### config.mk
export PLATFORM = sky130hd
export DESIGN_NAME = hex_display_unit_flat
export DESIGN_NICKNAME = d
export VERILOG_FILES = /design/src/rtl/hex_display_pkg.sv /design/src/rtl/hex_display_unit_if.sv /design/src/rtl/hex_display_unit_seg7_decode.sv /design/src/rtl/hex_display_unit.sv /design/src/flat_wrapper.sv
export SDC_FILE = /design/constraint.sdc
export NUM_CORES = 1
export LEC_CHECK = 0
export CAP_MARGIN = 20
export CORE_ASPECT_RATIO = 2
export CORE_MARGIN = 5
export CORE_UTILIZATION = 55
export DETAILED_ROUTE_END_ITERATION = 10
export GPL_TIMING_DRIVEN = 0
export PLACE_DENSITY_LB_ADDON = 0.08
export SLEW_MARGIN = 20
export SYNTH_ARGS = -nofsm -noshare
export SYNTH_HDL_FRONTEND = slang
export SYNTH_SLANG_ARGS = --single-unit
### constraint.sdc
create_clock -name clk -period 3.93 [get_ports clk]
set_input_delay 0.786 -clock clk [delete_from_list [all_inputs] [get_ports clk]]
set_output_delay 0.786 -clock clk [all_outputs]
set_load 0.01 [all_outputs]
### src/rtl/hex_display_pkg.sv
// Shared types, constants and helpers for the hex display unit.
// Holds the FSM state encoding, segment constants, the 0-F glyph table
// and the double-dabble digit adjust step.
package hex_display_pkg;

    localparam int unsigned DATA_W = 32;
    localparam int unsigned BCD_W  = 40;
    localparam int unsigned DIGITS = 8;
    localparam int unsigned SEG_W  = 7;
    localparam int unsigned CNT_W  = 5;

    typedef enum logic [1:0] {
        IDLE   = 2'd0,
        SHIFT  = 2'd1,
        COMMIT = 2'd2
    } state_t;

    localparam logic [SEG_W-1:0]  SEG_BLANK = 7'h7F;
    localparam logic [SEG_W-1:0]  SEG_DASH  = 7'h3F;
    localparam logic [DATA_W-1:0] DEC_LIMIT = 32'd100_000_000;

    // Active-low {g,f,e,d,c,b,a}; element 0 is the glyph for value 0.
    localparam logic [15:0][SEG_W-1:0] GLYPH = {
        7'h0E, 7'h06, 7'h21, 7'h46, 7'h03, 7'h08, 7'h10, 7'h00,
        7'h78, 7'h02, 7'h12, 7'h19, 7'h30, 7'h24, 7'h79, 7'h40
    };

    // Add 3 to every BCD digit that is 5 or more, ahead of the shift.
    function automatic logic [BCD_W-1:0] dd_adjust(input logic [BCD_W-1:0] bcd);
        logic [BCD_W-1:0] r;
        r = bcd;
        for (int i = 0; i < 10; i++) begin
            if (r[4*i +: 4] >= 4'd5) begin
                r[4*i +: 4] = r[4*i +: 4] + 4'd3;
            end
        end
        return r;
    endfunction

endpackage

### src/rtl/hex_display_unit_if.sv
// CPU-side write interface of the hex display unit.
// wr_en/wr_data/dec_mode : write strobe, value and mode (master -> slave)
// busy                   : conversion or pending write outstanding (slave -> master)
interface hex_display_unit_if;
    import hex_display_pkg::*;

    logic              wr_en;
    logic [DATA_W-1:0] wr_data;
    logic              dec_mode;
    logic              busy;

    modport master (output wr_en, output wr_data, output dec_mode, input busy);
    modport slave  (input wr_en, input wr_data, input dec_mode, output busy);

endinterface

### src/rtl/hex_display_unit_seg7_decode.sv
// Combinational seven-segment decoder.
// value : 4-bit digit value
// blank : force all segments off
// seg_c : active-low segments {g,f,e,d,c,b,a}
module seg7_decode
    import hex_display_pkg::*;
(
    input  logic [3:0]       value,
    input  logic             blank,
    output logic [SEG_W-1:0] seg_c
);

    always_comb begin
        seg_c = SEG_BLANK;
        if (!blank) begin
            seg_c = GLYPH[value];
        end
    end

endmodule

### src/rtl/hex_display_unit.sv
// Eight-digit seven-segment display driver for the CPU display CSR.
// Hex mode shows raw nibbles; decimal mode converts with a 32-cycle
// double-dabble, with optional leading-zero blanking and a dash pattern
// for values of 100_000_000 and above. One-deep pending write buffer.
// clk, rst_n  : clock, asynchronous active-low reset
// bus (slave) : wr_en, wr_data, dec_mode in; busy out
// HEX0..HEX7  : registered active-low segments, HEX0 least significant
module hex_display_unit
    import hex_display_pkg::*;
#(
    parameter bit BLANK_LZ = 1'b1
) (
    input  logic             clk,
    input  logic             rst_n,
    hex_display_unit_if.slave bus,
    output logic [SEG_W-1:0] HEX0,
    output logic [SEG_W-1:0] HEX1,
    output logic [SEG_W-1:0] HEX2,
    output logic [SEG_W-1:0] HEX3,
    output logic [SEG_W-1:0] HEX4,
    output logic [SEG_W-1:0] HEX5,
    output logic [SEG_W-1:0] HEX6,
    output logic [SEG_W-1:0] HEX7
);

    localparam int unsigned SH_W = BCD_W + DATA_W;

    state_t                         state;
    logic [CNT_W-1:0]               cnt;
    logic [DATA_W-1:0]              bin;
    logic [BCD_W-1:0]               bcd;
    logic                           cur_dec;
    logic                           cur_ovf;
    logic                           pend_valid;
    logic [DATA_W-1:0]              pend_data;
    logic                           pend_dec;
    logic                           busy_q;
    logic [DIGITS-1:0][SEG_W-1:0]   hex_q;

    logic [DATA_W-1:0]              ld_data;
    logic                           ld_dec;
    logic                           busy_nxt;
    logic [BCD_W-1:0]               adj;
    logic [SH_W-1:0]                sh;
    logic [DATA_W-1:0]              digits;
    logic [DIGITS-1:0]              blank;
    logic [DIGITS-1:0][SEG_W-1:0]   seg_raw;
    logic [DIGITS-1:0][SEG_W-1:0]   seg_new;

    // Next value to load: a fresh write always beats the pending slot.
    always_comb begin
        ld_data = bus.wr_en ? bus.wr_data  : pend_data;
        ld_dec  = bus.wr_en ? bus.dec_mode : pend_dec;
    end

    // busy for the next cycle: work in flight or about to start.
    always_comb begin
        busy_nxt = 1'b0;
        case (state)
            IDLE:    busy_nxt = bus.wr_en;
            SHIFT:   busy_nxt = 1'b1;
            COMMIT:  busy_nxt = bus.wr_en | pend_valid;
            default: busy_nxt = 1'b0;
        endcase
    end

    // One double-dabble step on the combined {bcd, bin} register.
    always_comb begin
        adj = dd_adjust(bcd);
        sh  = {adj, bin} << 1;
    end

    // After 32 shifts bin is empty in decimal mode, bcd is empty in hex mode.
    assign digits = cur_dec ? bcd[DATA_W-1:0] : bin;

    // Blank digits above the most significant nonzero one; HEX0 always shows.
    always_comb begin
        logic seen;
        seen  = 1'b0;
        blank = '0;
        for (int i = DIGITS - 1; i >= 0; i--) begin
            seen     = seen | (digits[4*i +: 4] != 4'd0);
            blank[i] = BLANK_LZ && cur_dec && !seen && (i != 0);
        end
    end

    for (genvar g = 0; g < DIGITS; g++) begin : g_dec
        seg7_decode u_dec (
            .value (digits[4*g +: 4]),
            .blank (blank[g]),
            .seg_c (seg_raw[g])
        );
        assign seg_new[g] = cur_ovf ? SEG_DASH : seg_raw[g];
    end

    // Control FSM with conversion datapath, pending slot and display registers.
    always_ff @(posedge clk or negedge rst_n) begin
        if (!rst_n) begin
            state      <= IDLE;
            cnt        <= '0;
            bin        <= '0;
            bcd        <= '0;
            cur_dec    <= 1'b0;
            cur_ovf    <= 1'b0;
            pend_valid <= 1'b0;
            pend_data  <= '0;
            pend_dec   <= 1'b0;
            busy_q     <= 1'b0;
            hex_q      <= {DIGITS{SEG_BLANK}};
        end else begin
            busy_q <= busy_nxt;
            case (state)
                IDLE: begin
                    if (bus.wr_en) begin
                        bin     <= ld_data;
                        bcd     <= '0;
                        cnt     <= '0;
                        cur_dec <= ld_dec;
                        cur_ovf <= ld_dec && (ld_data >= DEC_LIMIT);
                        state   <= ld_dec ? SHIFT : COMMIT;
                    end
                end
                SHIFT: begin
                    bcd <= sh[SH_W-1:DATA_W];
                    bin <= sh[DATA_W-1:0];
                    cnt <= cnt + 5'd1;
                    if (cnt == 5'd31) begin
                        state <= COMMIT;
                    end
                    if (bus.wr_en) begin
                        pend_valid <= 1'b1;
                        pend_data  <= bus.wr_data;
                        pend_dec   <= bus.dec_mode;
                    end
                end
                COMMIT: begin
                    hex_q      <= seg_new;
                    pend_valid <= 1'b0;
                    if (bus.wr_en || pend_valid) begin
                        bin     <= ld_data;
                        bcd     <= '0;
                        cnt     <= '0;
                        cur_dec <= ld_dec;
                        cur_ovf <= ld_dec && (ld_data >= DEC_LIMIT);
                        state   <= ld_dec ? SHIFT : COMMIT;
                    end else begin
                        state <= IDLE;
                    end
                end
                default: state <= IDLE;
            endcase
        end
    end

    assign bus.busy = busy_q;
    assign HEX0 = hex_q[0];
    assign HEX1 = hex_q[1];
    assign HEX2 = hex_q[2];
    assign HEX3 = hex_q[3];
    assign HEX4 = hex_q[4];
    assign HEX5 = hex_q[5];
    assign HEX6 = hex_q[6];
    assign HEX7 = hex_q[7];

endmodule

### src/flat_wrapper.sv
// flat-port wrapper written by rule: the top's interface ports become plain ports
module hex_display_unit_flat import hex_display_pkg::*;
#(
    parameter bit BLANK_LZ = 1'b1
)
  (clk, rst_n, HEX0, HEX1, HEX2, HEX3, HEX4, HEX5, HEX6, HEX7, bus_wr_en, bus_wr_data, bus_dec_mode, bus_busy);
  hex_display_unit_if bus_i ();
  input  logic clk;
  input  logic rst_n;
  output logic [SEG_W-1:0] HEX0;
  output logic [SEG_W-1:0] HEX1;
  output logic [SEG_W-1:0] HEX2;
  output logic [SEG_W-1:0] HEX3;
  output logic [SEG_W-1:0] HEX4;
  output logic [SEG_W-1:0] HEX5;
  output logic [SEG_W-1:0] HEX6;
  output logic [SEG_W-1:0] HEX7;
  input wire logic [$bits(bus_i.wr_en)-1:0] bus_wr_en;
  input wire logic [$bits(bus_i.wr_data)-1:0] bus_wr_data;
  input wire logic [$bits(bus_i.dec_mode)-1:0] bus_dec_mode;
  output wire logic [$bits(bus_i.busy)-1:0] bus_busy;
  assign bus_i.wr_en = bus_wr_en;
  assign bus_i.wr_data = bus_wr_data;
  assign bus_i.dec_mode = bus_dec_mode;
  assign bus_busy = bus_i.busy;
  hex_display_unit #(.BLANK_LZ(BLANK_LZ)) u_core (.clk(clk), .rst_n(rst_n), .bus(bus_i), .HEX0(HEX0), .HEX1(HEX1), .HEX2(HEX2), .HEX3(HEX3), .HEX4(HEX4), .HEX5(HEX5), .HEX6(HEX6), .HEX7(HEX7));
endmodule
# ---- Yosys cells after proc, flatten, opt, wreduce, memory -nomap -nowiden
# Memory sizes are Yosys's and may differ from the RTL's.
# Cells that the tools add are included.
dict set report word_totals {
  inputBits 36
  mem_count 8
  elab_cells 160
  ram_bits 0
  latch_bits 0
  ff_bits 172
  mem_bits_ro 896
}
dict set report classes {
  div 0
  mul 0
  addsub 11
  eq_ne 7
  n_shift 0
  n_reduce_logical 31
  order_cmp 19
  n_mux 59
  bitwise 7
}
# memory words word_bits rd rd_clocked_by_memory_dff write_ports line_no
set memory_table {}
lappend memory_table {{(no name shown)} 16 7 1 0 0 hex_display_unit_seg7_decode.sv:16} ;# seg_c = GLYPH[value];
lappend memory_table {{(no name shown)} 16 7 1 0 0 hex_display_unit_seg7_decode.sv:16}
lappend memory_table {{(no name shown)} 16 7 1 0 0 hex_display_unit_seg7_decode.sv:16}
lappend memory_table {{(no name shown)} 16 7 1 0 0 hex_display_unit_seg7_decode.sv:16}
lappend memory_table {{(no name shown)} 16 7 1 0 0 hex_display_unit_seg7_decode.sv:16}
lappend memory_table {{(no name shown)} 16 7 1 0 0 hex_display_unit_seg7_decode.sv:16}
lappend memory_table {{2 more memories} - - - - - -}
# op n
set ops {}
lappend ops {{7-bit 2-to-1 mux} 23}
lappend ops {{32-bit 2-to-1 mux} 4}
lappend ops {{40-bit one-hot mux with 3 select lines} 1}
lappend ops {{32-bit one-hot mux with 3 select lines} 1}
lappend ops {{40-bit 2-to-1 mux} 2}
lappend ops {{4-bit by 3-bit >= comparator with 1-bit output (second input constant)} 10}
lappend ops {{4-bit by 5-bit < comparator with 1-bit output (second input constant)} 8}
lappend ops {{4-bit by 2-bit adder with 4-bit output (second input constant)} 9}
lappend ops {{4-bit 2-to-1 mux} 9}
lappend ops {{32-bit by 27-bit >= comparator with 1-bit output (second input constant)} 1}
lappend ops {{4-bit nonzero test} 7}
lappend ops {{5-bit one-hot mux with 3 select lines} 1}
lappend ops {{5-bit 2-to-1 mux} 2}
lappend ops {{1-bit logical AND} 8}
lappend ops {{2-bit 2-to-1 mux} 4}
lappend ops {{1-bit zero test} 7}
lappend ops {{1-bit bitwise OR} 7}
lappend ops {{1-bit 2-to-1 mux} 6}
lappend ops {{1-bit one-hot mux with 2 select lines} 3}
lappend ops {{2-bit one-hot mux with 3 select lines} 1}
lappend ops {{3-bit AND reduction} 2}
lappend ops {{5-bit by 1-bit adder with 5-bit output (second input constant)} 1}
lappend ops {{5-bit equality test (second input constant)} 1}
lappend ops {{2-bit by 1-bit != test with 1-bit output (second input constant)} 2}
lappend ops {{other kinds (11)} 14}

# ---- Depth between registers and ports, before layout
# Gate-level depths: netlist of run 1.
dict set report logic_depth {
  depth_word 12
  mapped_depth 11
  mapped_depth_nobuf 8
}

# ---- By module
# A second synthesis of run 1 with hierarchy kept.
dict set report hier_totals {
  hier_cells 1100
  area_unflattened_um2 10412.5
}
# module cells_each area_each_um2 n_inst seq_area_each_um2
set by_module_without_submodules {}
lappend by_module_without_submodules {hex_display_unit 812 8075.2 1 4174.0}
lappend by_module_without_submodules {{seg7_decode (u_core.g_dec[0].u_dec ...)} 35 299.0 4 0.0}
lappend by_module_without_submodules {{seg7_decode (u_core.g_dec[2].u_dec ...)} 35 295.3 2 0.0}
lappend by_module_without_submodules {{seg7_decode (u_core.g_dec[4].u_dec)} 39 276.5 1 0.0}
lappend by_module_without_submodules {{seg7_decode (u_core.g_dec[1].u_dec)} 39 274.0 1 0.0}

# ---- Worst setup path after synthesis of run 1
# Ideal clock, no wire load.
dict set report synth_timing {
  path_type {register to register}
  start {register u_core.cur_dec}
  end {register u_core.hex_q (netlist bit u_core.HEX1[5])}
  t_required_ps 3853
  stages_incl_launch_ff 11
  setup_ps 77
  path_slack_ps 1053
  period_less_slack_ps 2877
  n_path_buf 3
  arrival_ps 2800
  cell_sequence {dfrtp_1 -> buf_6 -> buf_4 -> buf_2 -> mux2i_1 -> ha_1 -> and4bb_4 -> nand3_4 -> or4_4 -> or2_1 -> a31oi_1}
}
dict set report synth_between {
  elab_chain_len 12
}
# item line_no
set synth_lines {}
lappend synth_lines {{start, declared} hex_display_unit.sv:32} ;# logic cur_dec;
lappend synth_lines {{start signal, assigned} hex_display_unit.sv:118} ;# cur_dec <= ld_dec;
lappend synth_lines {{start signal, assigned} hex_display_unit.sv:143} ;# cur_dec <= ld_dec;
lappend synth_lines {{32-bit 2-to-1 mux} hex_display_unit.sv:74} ;# assign digits = cur_dec ? bcd[DATA_W-1:0] : bin;
lappend synth_lines {{4-bit nonzero test} hex_display_unit.sv:82} ;# seen = seen | (digits[4*i +: 4] != 4'd0);
lappend synth_lines {{1-bit bitwise OR (6 in a row)} hex_display_unit.sv:82}
lappend synth_lines {{1-bit zero test} hex_display_unit.sv:83} ;# blank[i] = BLANK_LZ && cur_dec && !seen && (i != 0);
lappend synth_lines {{1-bit logical AND} hex_display_unit.sv:83}
lappend synth_lines {{7-bit 2-to-1 mux (*)} hex_display_unit_seg7_decode.sv:15} ;# if (!blank) begin
lappend synth_lines {{7-bit 2-to-1 mux (*)} hex_display_unit.sv:93} ;# assign seg_new[g] = cur_ovf ? SEG_DASH : seg_raw[g];
lappend synth_lines {{end signal, assigned} hex_display_unit.sv:109} ;# hex_q <= {DIGITS{SEG_BLANK}};
lappend synth_lines {{end signal, assigned} hex_display_unit.sv:137} ;# hex_q <= seg_new;
lappend synth_lines {{end, declared} hex_display_unit.sv:38} ;# logic [DIGITS-1:0][SEG_W-1:0] hex_q;
# Mark *: on every way between the ends. The rest lies on a longest branch, timed or not. The select of a mux whose other input is x is not followed.
# A chain may end at the register's enable or synchronous reset.

# ---- Worst setup path after layout of run 1
dict set report layout_timing {
  start {register u_core.cur_dec}
  end {register u_core.hex_q (netlist bit u_core.HEX2[1])}
}
dict set report layout_between {
  elab_chain_len 11
}
# item line_no
set layout_lines {}
lappend layout_lines {{32-bit 2-to-1 mux} hex_display_unit.sv:74}
lappend layout_lines {{4-bit nonzero test} hex_display_unit.sv:82}
lappend layout_lines {{1-bit bitwise OR (5 in a row)} hex_display_unit.sv:82}
lappend layout_lines {{1-bit zero test} hex_display_unit.sv:83}
lappend layout_lines {{1-bit logical AND} hex_display_unit.sv:83}
lappend layout_lines {{7-bit 2-to-1 mux (*)} hex_display_unit_seg7_decode.sv:15}
lappend layout_lines {{7-bit 2-to-1 mux (*)} hex_display_unit.sv:93}
# Marked as above.

==> flow_summary.ini, run 1 <==
[sta]
tightestPinTransition_ps = 800
rsz0062_at_grt = no
whs_ps = 347
finalCritPeriodShare_pct = 92.8
skew_ps = 8.76
max_freq_ghz = 0.274
fin_crit_ps = 3650
slew_violations = 0
timing.slew.headroom_pct = 46.2
setup_viol = 0
finalHoldViolCount = 0

[logic_synthesis]
synth_commonest_cells = dfrtp_1 (108), nor2_1 (100), nand2_1 (92)
synthTopCellsByArea = dfrtp_1 (28%), dfstp_2 (15%), ha_1 (7.7%)
yosys_warnings = 0
async_flop_share_pct = 100
synth_edf_count = 0
synth_nets = 1097
mappedNetlistArea_mm2 = 0.00971
synthDistinctLibCells = 63
synth.most_common_cell = dfrtp_1
ys.flop_type = dfrtp_1
synth.avg_cell_area_um2 = 9.70
synth_seq_cells = 164
synth_top_area_share_pct = 27.8
yosys.area.top_type = dfrtp_1
syn_inst = 1001
yosysSeqAreaShare_pct = 43.0

[worst_setup_path]
path_max_fanout = 10
cpMaxStageDelayCell = nor4_1
critPathKind = flip-flop to flip-flop
startpoint_type = flip-flop
path_cells = buf_6 -> buf_4 -> buf_2 -> mux2i_1 -> ha_1 -> nor3b_1 -> o211ai_1 -> nor4_1 -> nor2_1 -> a31oi_1
critPathRequiredTime_ps = 4280
end_kind = flip-flop
cpPeakStageDelay_ps = 740
cp.arrival_ps = 4000

[clock_tree]
cts_tree = done
postCtsSetupBuffers = 0
htree_levels = 4
cts_resized = 0
clock_latency_ps = 440
cts_buffers = 17
cts-root-buf = clkbuf_16
holdBufCountCts = 0
cts.path.max_buffers = 2
clock-sinks = 164
cts.clk_slew.worst_paths_ps = 70

[floorplan]
io_pins = 93
die_area_mm2 = 0.0206
chipHeight_um = 198
core_region_area_mm2 = 0.0174
initial_core_util_pct = 55.9
fp.dieW_um = 104
placement_rows = 68

[hold_path]
holdCritPathClass = primary input to asynchronous set/reset pin

[final_layout]
area_growth_pct = 18.7
final_nets = 1209
drive_gt1_share_pct = 12.0
final_cells = 1336
antenna_cells = 0

[routing]
vias = 8044
drt_iter0_drc = 468
first_pass_iters = 5
drc_errors = 0
wire_per_inst_um = 19.2
via_per_inst = 6.02
postRouteAntennaNets = 0
wirelength_um = 25700

[global_route]
grt_start_max_net_pins = 90
grt_pass1_wl_um = 41500
grt-ovfl-total = 0
grtUsageTotal_pct = 25.2
grt_pass1_vias = 8095
grt_antenna_before_repair = 0

[status]
outcome = finished, final reports clean

[placement]
place_inst = 1304
io_buffers = 92
dp_hpwl_um = 20000
gp_congestion = 0.889

[power]
p_leak_nw = 4.94
clock_power_share_pct = 16.3
combPwrFrac_pct = 52.5
p_int_w = 0.00594
switching_share_pct = 43.5
switching_power_w = 0.00457
powerDensity_mw_per_mm2 = 912
p_seq_share_pct = 31.2
ir_worst_vdd_uv = 383

[job]
maxCapViolCount = 0
-- worst paths after layout --
path	start	end	slack, ps	cells after the start
max	u_core.cur_dec	u_core.HEX2[1]	280	10
min	rst_n	u_core.bcd[15]	350	1
max reg2reg	u_core.cur_dec	u_core.HEX2[1]	280	10
min reg2reg	u_core.HEX2[2]	u_core.HEX2[2]	480	2
max in group asynchronous	rst_n	u_core.pend_data[6]	2760	2
min in group clk	u_core.HEX2[2]	u_core.HEX2[2]	480	2
-- layout make-up --
type                       count  area [um^2]
multi-input combinational    741         5140
fill                        1474         5840
timing repair buffer          93          953
tap                          210          263
clock buffer                  18          429
inverter                      41          154
buffer                        55          243
sequential                   164         4170
clock inverter                14          166
-- critical path: cells and delay by family, from the launching register on --
kind / cells / cell delay, ps
AND/OR/NAND/NOR: 3 / 1190
adder cells (fa/ha/maj): 1 / 340
buffers and inverters: 3 / 730
AO/OA/AOI/OAI: 2 / 440
multiplexers: 1 / 500
flip-flops: 1 / 340
-- logic make-up (layout without fill, tap and decap cells) --
group | count (synthesis) | after routing | share of synthesized area [%]
DFF | 164 | 164 | 43.0
adders and majority gates | 60 | 60 | 7.73
and+or+nand+nor | 291 | 291 | 13.8
buffers and inverters | 96 | 221 | 4.08
muxes | 92 | 92 | 10.2
xor gates and xnor gates | 16 | 16 | 1.44
AOI/OAI and AO/OA | 282 | 282 | 19.8
-- power groups by stage --
stage	clock [W]	combinational [W]	sequential [W]
6_report	0.00171	0.00552	0.00327
5_1_grt	0.00180	0.00609	0.00338
4_1_cts	0.00173	0.00553	0.00327
3_5_place_dp	0	0.00548	0.00330
3_3_place_gp	0	0.00539	0.00327
2_1_floorplan	0	0.00363	0.00325
-- layer usage --
metal | up-vias | wire, um | GRT usage, %
met4 | 0 | 898 | 11.8
met3 | 55 | 923 | 3.20
met5 | - | 0 | 0
li1 | 3889 | - | -
met1 | 3883 | 9520 | 27.0
met2 | 217 | 14300 | 48.3
-- flip-flops by register name, summed over array words and instances, names as in the netlist, 2 cells and up --
signal	count
u_core.HEX0	7
u_core.bin	32
u_core.HEX3	7
u_core.HEX6	7
u_core.HEX4	7
u_core.state	2
u_core.HEX5	7
u_core.bcd	32
u_core.HEX7	7
u_core.pend_data	32
u_core.HEX2	7
u_core.cnt	5
u_core.HEX1	7
-- stage by stage --
stage	worst slack [ps]	TNS (ps)	power (W)	instance area, um^2	utilization [%]
final	282	0	0.0105	11500	66.4
after detailed placement	356	0	0.00878	10900	62.9
after global routing	22.7	0	0.0113	11500	66.4
after global placement	-4590	-633900	0.00865	10900	62.8
after CTS	329	0	0.0105	11500	66.4
after floorplan	1050	0	0.00688	9710	-
-- layout by cell type (no fill, tap or decap), types with 12 or more instances in the layout --
cell	synthesis	routed
dfrtp_1	108	108
nor2_1	100	100
nand2_1	92	92
clkdlybuf4s50_1	0	91
o21ai_0	85	85
mux2i_1	66	66
ha_1	60	60
dfstp_2	56	56
a21oi_1	52	52
inv_1	40	40
clkbuf_1	36	37
a221o_1	31	31
nand3_1	29	29
mux2_2	22	22
nor3_1	18	18
clkbuf_16	0	17
nand2b_1	13	13
a31oi_1	13	13
o22a_1	12	12
(Power assumes the default switching activity.)
==> run 2: changes to the inputs <==
Settings changed: CTS_CLUSTER_DIAMETER set to 100, PLACE_DENSITY set to 0.77, PLACE_DENSITY_LB_ADDON 0.08 to unset, SYNTH_HIERARCHICAL set to 1.
==> flow_summary.ini, run 2 <==
[status]
outcome = finished, final reports clean

[worst_setup_path]
startpoint_type = flip-flop
end_kind = flip-flop
critPathKind = flip-flop to flip-flop
critPathRequiredTime_ps = 4290
path_max_fanout = 8
cp.arrival_ps = 3640

[logic_synthesis]
yosys_warnings = 6
synth_top_area_share_pct = 26.0
mappedNetlistArea_mm2 = 0.0104
synth-simple-area-share_pct = 15.1
synth.most_common_cell = o21ai_0
async_flop_share_pct = 100
synth_compound_area_share_pct = 17.8
synth_top_family_by_area = compound AO/OA/AOI/OAI gates
yosysSeqAreaShare_pct = 40.1
synth_seq_cells = 164
synth_edf_count = 0
synth.avg_cell_area_um2 = 9.47
yosys.area.top_type = dfrtp_1
synth_commonest_cells = o21ai_0 (123), nand2_1 (115), nor2_1 (110)
synth_xor_xnor_area_share_pct = 1.35
synthMuxAreaShare_pct = 11.2
synthDistinctLibCells = 55
synthTopCellsByArea = dfrtp_1 (26%), dfstp_2 (14%), ha_1 (8.9%)
synth_fa_ha_area_share_pct = 8.89
syn_inst = 1100
ys.flop_type = dfrtp_1

[global_route]
grt-ovfl-total = 0
use_met1_pct = 26.5
grt_antenna_before_repair = 0
grt.busiest_layer = met2
grt_pass1_wl_um = 43300
use_met2_pct = 46.3
grt_pass1_vias = 8839
grt_start_max_net_pins = 91
grtUsageMet3_pct = 2.78
grtUsageTotal_pct = 24.7

[power]
ir_worst_vdd_uv = 416
powerDensity_mw_per_mm2 = 919
p_leak_nw = 5.31

[final_layout]
final_cells = 1486
layout_common_cells = o21ai_0 (123), nand2_1 (115), nor2_1 (110)
fillers = 1540
drive_gt1_share_pct = 14.6
reg_top3 = u_core/bcd: 32 flops, u_core/bin: 32 flops, u_core/pend_data: 32 flops
final_common_cell = o21ai_0
regArea_mm2 = 0.00417
fin_util_pct = 65.4
design_area_mm2 = 0.0123
multi_input_area_mm2 = 0.00569
antenna_cells = 0
area_growth_pct = 17.7
final_nets = 1328

[floorplan]
fp.dieW_um = 107
chipHeight_um = 205
initial_core_util_pct = 55.6
placement_rows = 71
core_region_area_mm2 = 0.0187
die_area_mm2 = 0.0219
io_pins = 93

[clock_tree]
holdBufCountCts = 0
cts-root-buf = clkbuf_16
clock-sinks = 164
cts_buffers = 17
cts_resized = 0
cts.clk_slew.worst_paths_ps = 70
clock_latency_ps = 430
postCtsSetupBuffers = 0
cts.path.max_buffers = 2
htree_levels = 4
cts_tree = done

[routing]
drc_errors = 0
drt_iter0_drc = 391
vias = 8538
wire_per_inst_um = 17.4
via_per_inst = 5.75
first_pass_iters = 5
wirelength_um = 25900
postRouteAntennaNets = 0

[sta]
rsz0062_at_grt = no
fin_crit_ps = 3290
fin_ws_ps = 641
slew_violations = 0
tightestPinTransition_ps = 843
finalHoldViolCount = 0
skew_ps = 8.29
finalCritPeriodShare_pct = 83.7
setup_viol = 0
timing.slew.headroom_pct = 43.4
max_freq_ghz = 0.304

[placement]
place_area_mm2 = 0.0117
gp_congestion = 0.887
place_ws_ps = 647
dp_hpwl_um = 19900
place_inst = 1454
io_buffers = 92

[hold_path]
holdCritPathClass = primary input to asynchronous set/reset pin

[job]
maxCapViolCount = 0
run 2: cell count changes after synthesis, sizes merged, moves of 12 or more:
cell    previous run  this run
o21ai             86       123
mux2              22        54
o22a              12         0
mux2i             67        55
nand2             92       119
nand2b            13        34
ha                60        74
a21oi             52        24
a221o             31        43
buf               19        34
run 2: worst paths after layout:
| check | slack (ps) | depth (start not counted) | to | start |
|---|---|---|---|---|
| max reg2reg | 640 | 9 | u_core/HEX2[3] | u_core/bcd[24] |
| min in group clk | 470 | 2 | u_core/HEX5[3] | u_core/HEX5[3] |
| max | 640 | 9 | u_core/HEX2[3] | u_core/bcd[24] |
| min reg2reg | 470 | 2 | u_core/HEX5[3] | u_core/HEX5[3] |
| min | 310 | 1 | u_core/pend_data[22] | rst_n |
| max in group asynchronous | 2750 | 2 | u_core/HEX1[0] | rst_n |
run 2: metrics by stage:
stage / hold WS [ps] / total power (W) / setup TNS (ps)
6_report: 314 / 0.0113 / 0
3_5_place_dp: 470 / 0.00966 / 0
5_1_grt: 354 / 0.0122 / 0
3_3_place_gp: 463 / 0.00947 / -609280
4_1_cts: 332 / 0.0113 / 0
2_1_floorplan: 449 / 0.00764 / 0
run 2: critical path: stages (launching register included):
cell,delay (ps)
dfrtp_1,450
nor4_1,330
nand4b_1,160
nor2_1,590
nand2_1,310
nor3_1,770
nor2b_1,140
a32oi_1,230
nor2_1,50
o21ai_0,160
run 2: routing by layer:
metal  vias to the layer above  share of wire [%]
li1                       4139                  -
met1                      4101                 38
met2                       209                 55
met3                        89                3.1
met4                         0                4.4
met5                         -                  0
run 2: cell type report:
type	count	area share (%)
Multi-Input combinational cell	822	46.4
Sequential cell	164	34.1
Timing Repair Buffer	93	7.78
Clock buffer	18	3.58
Buffer	71	3.21
Tap cell	255	2.60
Inverter	49	1.50
Clock inverter	14	0.857
run 2: cell families after synthesis:
family | Yosys count
and+or+nand+nor | 344
AOI/OAI and AO/OA | 272
DFF | 164
buffers and inverters | 120
muxes | 109
adders and majority gates | 74
xor gates and xnor gates | 16
other | 1
run 2: power breakdown:
part           switching [W]  total [W]  internal, W
combinational        0.00360    0.00645      0.00285
sequential          0.000620    0.00326      0.00264
clock               0.000715    0.00155     0.000832
total                0.00493     0.0113      0.00633
